--- src/rtl/msu_audio_server_pkg.sv ---
// msu_pkg: shared FSM state type and sector geometry for the MSU audio server.
package msu_pkg;
  typedef enum logic [2:0] {IDLE, SEEK, FETCH, WAIT, WRITE, DONE} state_t;
  localparam int SECTOR_BYTES = 1024;
  localparam int SECTOR_WORDS = 512;
endpackage

--- src/rtl/msu_audio_server_if.sv ---
// msu_audio_if / msu_mem_if: audio sector request bus and backing-memory read bus.
interface msu_audio_if;
  logic audio_req;
  logic audio_seek;
  logic [21:0] audio_sector;
  logic audio_ack;
  logic audio_download;
  logic audio_data_wr;
  logic [15:0] audio_data;
  modport master(output audio_req, audio_seek, audio_sector, input audio_ack, audio_download, audio_data_wr, audio_data);
  modport slave(input audio_req, audio_seek, audio_sector, output audio_ack, audio_download, audio_data_wr, audio_data);
endinterface

interface msu_mem_if;
  logic [31:0] mem_addr;
  logic mem_rd;
  logic mem_ready;
  logic [15:0] mem_dout;
  modport master(output mem_addr, mem_rd, input mem_ready, mem_dout);
  modport slave(input mem_addr, mem_rd, output mem_ready, mem_dout);
endinterface

--- src/rtl/msu_audio_server.sv ---
// msu_audio_server: streams one track sector word-by-word from memory, zero-padding past end of file.
// Define MSU_AUDIO_SEEK_DELAY_EN to hold audio_seek requests in SEEK for SEEK_CYCLES before delivery.
module msu_audio_server import msu_pkg::*; #(
  parameter int SECTOR_WORDS = msu_pkg::SECTOR_WORDS,
  parameter int SEEK_CYCLES = 64
) (
  input logic clk,
  input logic reset,
  input logic track_processing,
  input logic [31:0] track_base,
  input logic [31:0] track_size,
  msu_audio_if.slave au,
  msu_mem_if.master mem
);
  localparam int WW = $clog2(SECTOR_WORDS);
  state_t state;
  logic [21:0] sector;
  logic [WW-1:0] w;
  logic [31:0] off;
  always_comb off = 32'(sector) * 32'(SECTOR_BYTES) + 32'({w, 1'b0});
`ifdef MSU_AUDIO_SEEK_DELAY_EN
  localparam int CW = $clog2(SEEK_CYCLES + 1);
  logic [CW-1:0] cnt;
`else
  localparam int unused_seek_cycles = SEEK_CYCLES;
`endif
  // track_processing aborts exactly like reset; any in-flight mem_ready is simply never consumed
  always_ff @(posedge clk) begin
    if (reset || track_processing) begin
      state <= IDLE;
      sector <= '0;
      w <= '0;
      au.audio_ack <= 1'b0;
      au.audio_download <= 1'b0;
      au.audio_data_wr <= 1'b0;
      au.audio_data <= '0;
      mem.mem_rd <= 1'b0;
      mem.mem_addr <= '0;
`ifdef MSU_AUDIO_SEEK_DELAY_EN
      cnt <= '0;
`endif
    end else begin
      au.audio_data_wr <= 1'b0;
      mem.mem_rd <= 1'b0;
      case (state)
        IDLE: if (au.audio_req || au.audio_seek) begin
          sector <= au.audio_sector;
          w <= '0;
`ifdef MSU_AUDIO_SEEK_DELAY_EN
          cnt <= '0;
          state <= au.audio_seek ? SEEK : FETCH;
          au.audio_ack <= !au.audio_seek;
          au.audio_download <= !au.audio_seek;
`else
          state <= FETCH;
          au.audio_ack <= 1'b1;
          au.audio_download <= 1'b1;
`endif
        end
`ifdef MSU_AUDIO_SEEK_DELAY_EN
        SEEK: begin
          cnt <= cnt + 1'b1;
          if (cnt == CW'(SEEK_CYCLES - 1)) begin
            state <= FETCH;
            au.audio_ack <= 1'b1;
            au.audio_download <= 1'b1;
          end
        end
`endif
        FETCH: if (off < track_size) begin
          mem.mem_rd <= 1'b1;
          mem.mem_addr <= track_base + off;
          state <= WAIT;
        end else begin
          au.audio_data <= '0;
          state <= WRITE;
        end
        WAIT: if (mem.mem_ready) begin
          au.audio_data <= mem.mem_dout;
          state <= WRITE;
        end
        WRITE: begin
          au.audio_data_wr <= 1'b1;
          w <= w + 1'b1;
          state <= (w == WW'(SECTOR_WORDS - 1)) ? DONE : FETCH;
        end
        DONE: begin
          au.audio_ack <= 1'b0;
          au.audio_download <= 1'b0;
          state <= IDLE;
        end
        default: state <= IDLE;
      endcase
    end
  end
endmodule

--- src/flat_wrapper.sv ---
// flat-port wrapper written by rule: the top's interface ports become plain ports
module msu_audio_server_flat import msu_pkg::*;
#(
  parameter int SECTOR_WORDS = msu_pkg::SECTOR_WORDS,
  parameter int SEEK_CYCLES = 64
)
  (clk, reset, track_processing, track_base, track_size, au_audio_req, au_audio_seek, au_audio_sector, au_audio_ack, au_audio_download, au_audio_data_wr, au_audio_data, mem_mem_addr, mem_mem_rd, mem_mem_ready, mem_mem_dout);
  msu_audio_if au_i ();
  msu_mem_if mem_i ();
  input logic clk;
  input logic reset;
  input logic track_processing;
  input logic [31:0] track_base;
  input logic [31:0] track_size;
  input wire logic [$bits(au_i.audio_req)-1:0] au_audio_req;
  input wire logic [$bits(au_i.audio_seek)-1:0] au_audio_seek;
  input wire logic [$bits(au_i.audio_sector)-1:0] au_audio_sector;
  output wire logic [$bits(au_i.audio_ack)-1:0] au_audio_ack;
  output wire logic [$bits(au_i.audio_download)-1:0] au_audio_download;
  output wire logic [$bits(au_i.audio_data_wr)-1:0] au_audio_data_wr;
  output wire logic [$bits(au_i.audio_data)-1:0] au_audio_data;
  output wire logic [$bits(mem_i.mem_addr)-1:0] mem_mem_addr;
  output wire logic [$bits(mem_i.mem_rd)-1:0] mem_mem_rd;
  input wire logic [$bits(mem_i.mem_ready)-1:0] mem_mem_ready;
  input wire logic [$bits(mem_i.mem_dout)-1:0] mem_mem_dout;
  assign au_i.audio_req = au_audio_req;
  assign au_i.audio_seek = au_audio_seek;
  assign au_i.audio_sector = au_audio_sector;
  assign au_audio_ack = au_i.audio_ack;
  assign au_audio_download = au_i.audio_download;
  assign au_audio_data_wr = au_i.audio_data_wr;
  assign au_audio_data = au_i.audio_data;
  assign mem_mem_addr = mem_i.mem_addr;
  assign mem_mem_rd = mem_i.mem_rd;
  assign mem_i.mem_ready = mem_mem_ready;
  assign mem_i.mem_dout = mem_mem_dout;
  msu_audio_server #(.SECTOR_WORDS(SECTOR_WORDS), .SEEK_CYCLES(SEEK_CYCLES)) u_core (.clk(clk), .reset(reset), .track_processing(track_processing), .track_base(track_base), .track_size(track_size), .au(au_i), .mem(mem_i));
endmodule
--- config.mk ---
export PLATFORM = sky130hd
export DESIGN_NAME = msu_audio_server_flat
export DESIGN_NICKNAME = d
export VERILOG_FILES = /design/src/rtl/msu_audio_server_pkg.sv /design/src/rtl/msu_audio_server_if.sv /design/src/rtl/msu_audio_server.sv /design/src/flat_wrapper.sv
export SDC_FILE = /design/constraint.sdc
export NUM_CORES = 1
export LEC_CHECK = 0
export ABC_AREA = 0
export ABC_CLOCK_PERIOD_IN_PS = 3200
export CAP_MARGIN = 20
export CORE_ASPECT_RATIO = 1.1
export CORE_MARGIN = 3
export CORE_UTILIZATION = 40
export CTS_CLUSTER_SIZE = 8
export DETAILED_ROUTE_END_ITERATION = 7
export GPL_TIMING_DRIVEN = 0
export HOLD_SLACK_MARGIN = 0.05
export PLACE_DENSITY = 0.8
export SKIP_LAST_GASP = 1
export SLEW_MARGIN = 0
export SYNTH_ARGS = -nofsm -noshare
export SYNTH_HDL_FRONTEND = slang
export SYNTH_SLANG_ARGS = --single-unit
export TNS_END_PERCENT = 100
--- constraint.sdc ---
create_clock -name clk -period 3.2 [get_ports clk]
set_input_delay 0.32 -clock clk [delete_from_list [all_inputs] [get_ports clk]]
set_output_delay 0.32 -clock clk [all_outputs]
set_load 0.05 [all_outputs]
# Yosys cells after proc, flatten, opt, wreduce, memory -nomap -nowiden
# Cells that the tools add are included.
# Widths: inputs -> output; s select.
# word_totals
elab_cells,48
regBits,85
in_bits,108
# op_classes
reduce_logical,13
muxes,14
addsub,3
eq_ne,8
bitwise_logic,1
order_cmp,1
# op_table
operator,count
$add 32x10->32,1
$add 32x32->32,1
$lt 32x32->1,1
$mux 16,2
$pmux 16 s2,1
$pmux 9 s2,1
$mux 3,4
$pmux 3 s4,1
$reduce_and 2->1,5
$add 9x1->9 const B,1
$eq 9x9->1 const B,1
$mux 9,1
$eq 3x2->1 const B,2
$eq 3x3->1 const B,2
$reduce_bool 2->1,3
$ne 2x2->1 const B,2
$logic_not 3->1,1
$mux 1,3
$reduce_and 3->1,1
$logic_or 1x1->1,2
$ne 2x1->1 const B,1
$pmux 1 s2,1
$reduce_or 2->1,1
$not 1->1,1

# Logic depth before layout (Yosys ltp)
# depth
depth_word,4
depth_mapped,13

# Worst setup path after synthesis
# Ideal clock, no wire load.
# synth_timing
path_type,register to register
startpoint,reg u_core.w[0]
endpoint,reg u_core.mem.mem_addr[25]
path_buffers,0
period_less_slack_ps,2514
slack_ps,686
path_stages_with_launch,13
arrival_ps,2386
cell_sequence,dfxtp_1 ha_1 inv_1 fa_1 nor2b_1 o31ai_2 a21oi_1 a211o_1 a21oi_4 o311ai_0 xor2_1 mux2i_1 nor2_1
# synth_between
elab_chain_cells,3
word_cells_on_any_way,4
cone_classes,add/sub (2); order compare (1); reduce/logical (1)
# synth_lines
element,line_no,text
from (decl),msu_audio_server.sv:18,logic [WW-1:0] w;
from (signal assigned),msu_audio_server.sv:84,w <= w + 1'b1;
$add 32x10->32 *,msu_audio_server.sv:20,"always_comb off = 32'(sector) * 32'(SECTOR_BYTES) + 32'({w, 1'b0});"
$lt 32x32->1,msu_audio_server.sv:70,FETCH: if (off < track_size) begin
$reduce_and 2->1 (no source line),-,
to (signal assigned),msu_audio_server.sv:72,mem.mem_addr <= track_base + off;
to (decl),msu_audio_server_if.sv:19,"modport master(output mem_addr, mem_rd, input mem_ready, mem_dout);"
# Every way passes the cells marked *; elsewhere a longest branch is shown, timed or not.
# A chain may end at the register's enable or synchronous reset.

# Final worst setup path
# layout_timing
startpoint,in track_size[30]
endpoint,reg u_core.mem.mem_addr[7]
# layout_between
elab_chain_cells,2
# layout_lines
element,line_no,text
from (decl),flat_wrapper.sv:14,input logic [31:0] track_size;
$lt 32x32->1,msu_audio_server.sv:70,
$reduce_and 2->1 (no source line),-,
# Every way passes these cells.

==> impl_metrics.toml <==
[sta]
worst_pin_slew_ps = 918
skew_ps = 5.42
fin_ws_ps = 196
max_freq_mhz = 333
finalHoldViolations = 0
timing.final.crit_share = 0.939
slew_headroom = 0.382
period_minus_slack_ps = 3000
final.setup.tns_ps = 0
hold_ws_ps = 456
slew_viol_final = 0
setup_violations = 0

[power_and_ir_drop]
total_power_mw = 2.90
irDropWorstVdd_uv = 222
powerDensity_nw_per_um2 = 381
leakage_nw = 3.24

[clocking]
clk_pin_slew_worst_paths_ps = 70
clk_path_buf_depth = 2
ctsResizeCount = 0
cts_setup_buffers = 0
cts_tree = "built"
cts_buffers = 9
hold_buffers = 0
clock_sink_count = 85
root_buffer = "clkbuf_16"
ctsHtreeMaxLevel = 3
worstSkewPairLatency_ps = 340

[critical_path]
slowest_stage = "clkdlybuf4s50_1"
path_cells = "clkdlybuf4s50_1 > inv_1 > ha_1 > nand4_1 > nor4_2 > o211ai_1 > a31oi_1 > nor2_2 > nand2_1 > clkbuf_1 > nor3_1 > a21oi_1 > nor2_1"
path_class = "input pin to register"
worstPathArrival_ps = 3220
cp-start-kind = "input pin"
critPathBufInv = 3
cpPeakStageDelay_ps = 460
critPathRequiredTime_ps = 3410
endpoint_kind = "register"
critPathTopFamily = "simple AND/OR/NAND/NOR gates"
path_max_fanout = 10

[cells_and_area]
nets = 1052
fin_cells = 1069
utilization = 0.574
post-route-cell-area_sq_um = 7610
num_antenna_cells = 0
syn_to_final_growth_pct = 39.9
layout-drive-gt1-share = 0.0395

[synth]
synth_fa_ha_area_frac = 0.149
ys_seq_area_frac = 0.313
avgSynthCellArea_sq_um = 7.66
syn-cell-area_sq_um = 5440
muxShareOfSynthArea = 0.0149
synth_seq_cells = 85
synth-edff-count = 0
syn_inst = 710
ys_async_sr_fraction = 0
yosys.cell_types.count = 57
yosysWarnings = 0
syn_nets = 882
synth_top_family_by_area = "simple AND/OR/NAND/NOR gates"
ys.flop_type = "dfxtp_1"
synth_compound_area_frac = 0.214
synth-simple-area-share = 0.215
synth-xor-area-share = 0.0354

[route]
route.detailed.drc = 0
routed_wl_mm = 16.0
drtAntennaViolNets = 0
drt_iter0_markers = 487
first_pass_iters = 5
avgViaCountPerCell = 5.24
wire_per_inst_microns = 15.0
via_count = 5602

[place]
hpwlAfterDp_mm = 12.9
place_ws_ps = -255
port_buffers = 159
dpl.cell_count = 1053
gp_congestion = 0.932
placed_cell_area_sq_um = 7260

[global_routing]
grt_max_degree = 15
grt_pass1_wl_mm = 25.5
grt_antenna_before_repair = 0
grt-ovfl-total = 0
grt_pass1_vias = 5238
grtUsageTotal = 0.214

[floorplan]
io_pins = 160
die_w_microns = 117
core_area_sq_um = 13300
start_util = 0.410
rows = 44
die_h_microns = 128
die_area_sq_um = 15000

[min_path]
hp-class = "register to register"

[job]
cap_violations = 0

[status]
status = "finished clean"
==> state kept, by name, indices dropped and copies added (netlist names) <==
register and flops:
u_core.mem.mem_addr 32, u_core.sector 22, u_core.au.audio_data_wr 1, u_core.au.audio_data 16, u_core.au.audio_ack 1, u_core.mem.mem_rd 1
u_core.w 9, u_core.state 3
==> cells in the mapped netlist (3+ instances only) <==
library cell	n	area share
a211o_1	5	0.0080
a211oi_1	5	0.0069
a21o_1	16	0.022
a21oi_1	76	0.070
a31oi_1	9	0.010
and3_1	11	0.013
buf_2	5	0.0046
clkbuf_1	23	0.016
dfxtp_1	85	0.31
ha_1	63	0.14
inv_1	42	0.029
mux2i_1	7	0.013
nand2_1	102	0.070
nand2b_1	3	0.0034
nand3_1	40	0.037
nand4_1	7	0.0080
nor2_1	68	0.047
nor2b_1	5	0.0057
nor3_1	12	0.011
nor3b_1	3	0.0041
nor4_1	5	0.0057
o2111ai_1	6	0.0097
o211a_1	4	0.0074
o21a_1	4	0.0055
o21ai_0	41	0.038
o21ai_1	6	0.0055
o21bai_1	3	0.0041
xnor2_1	12	0.019
xor2_1	10	0.016
==> path summary, 6_finish.rpt <==
check / start / endpoint / slack, ps / cells past startpoint
min: u_core.mem.mem_addr[29] / u_core.mem.mem_addr[29] / 460 / 2
min reg2reg: u_core.mem.mem_addr[29] / u_core.mem.mem_addr[29] / 460 / 2
max reg2reg: u_core.w[0] / u_core.mem.mem_addr[29] / 240 / 12
max: track_size[30] / u_core.mem.mem_addr[7] / 200 / 13
==> worst register-to-register path: cells and delay by family, from the launching register on <==
kind / cells / cell delay (ps)
AOI/OAI and AO/OA: 7 / 1440
DFF: 1 / 430
and+or+nand+nor: 2 / 320
buffers and inverters: 1 / 60
adders and majority gates: 2 / 610
==> layout make-up <==
type	count	area [sq um]
Sequential cell	85	1700
Timing Repair Buffer	159	1590
Inverter	42	158
Multi-Input combinational cell	548	3420
Buffer	35	168
Clock inverter	6	111
Tap cell	184	230
Clock buffer	10	229
Fill cell	1220	5650
==> kinds of logic after synthesis <==
kind of cell / Yosys count
muxes: 8
adders and majority gates: 64
AOI/OAI and AO/OA: 190
buffers and inverters: 77
and+or+nand+nor: 264
xor gates and xnor gates: 22
DFF: 85
==> routing by layer <==
metal	global-route usage	vias to the layer above	part of all wire
met5	0	-	0
met4	0.0884	0	0.028
met3	0.0283	31	0.067
met2	0.347	220	0.46
met1	0.285	2514	0.45
li1	-	2837	-
==> where the power goes <==
part / internal, mW / switching [mW] / total [mW]
logic: 0.270 / 0.315 / 0.585
clock network: 0.764 / 0.448 / 1.21
registers: 1.08 / 0.0201 / 1.10
total: 2.12 / 0.783 / 2.90
==> cell usage in the layout (no fill, tap or decap), drive strengths merged, types with 6 or more instances in the layout <==
cell / netlist / routed
clkbuf: 25 / 35
xor2: 10 / 10
a31oi: 9 / 9
nor2: 69 / 69
nand4: 7 / 7
dfxtp: 85 / 85
and3: 12 / 12
buf: 10 / 10
inv: 42 / 42
nand3: 40 / 40
nor3: 12 / 12
a21o: 16 / 16
o21ai: 47 / 47
o2111ai: 6 / 6
a211o: 6 / 6
ha: 63 / 63
xnor2: 12 / 12
nand2: 102 / 102
mux2i: 7 / 7
a21oi: 77 / 77
clkdlybuf4s50: 0 / 159
No activity file was read; power rests on OpenSTA's default activity.
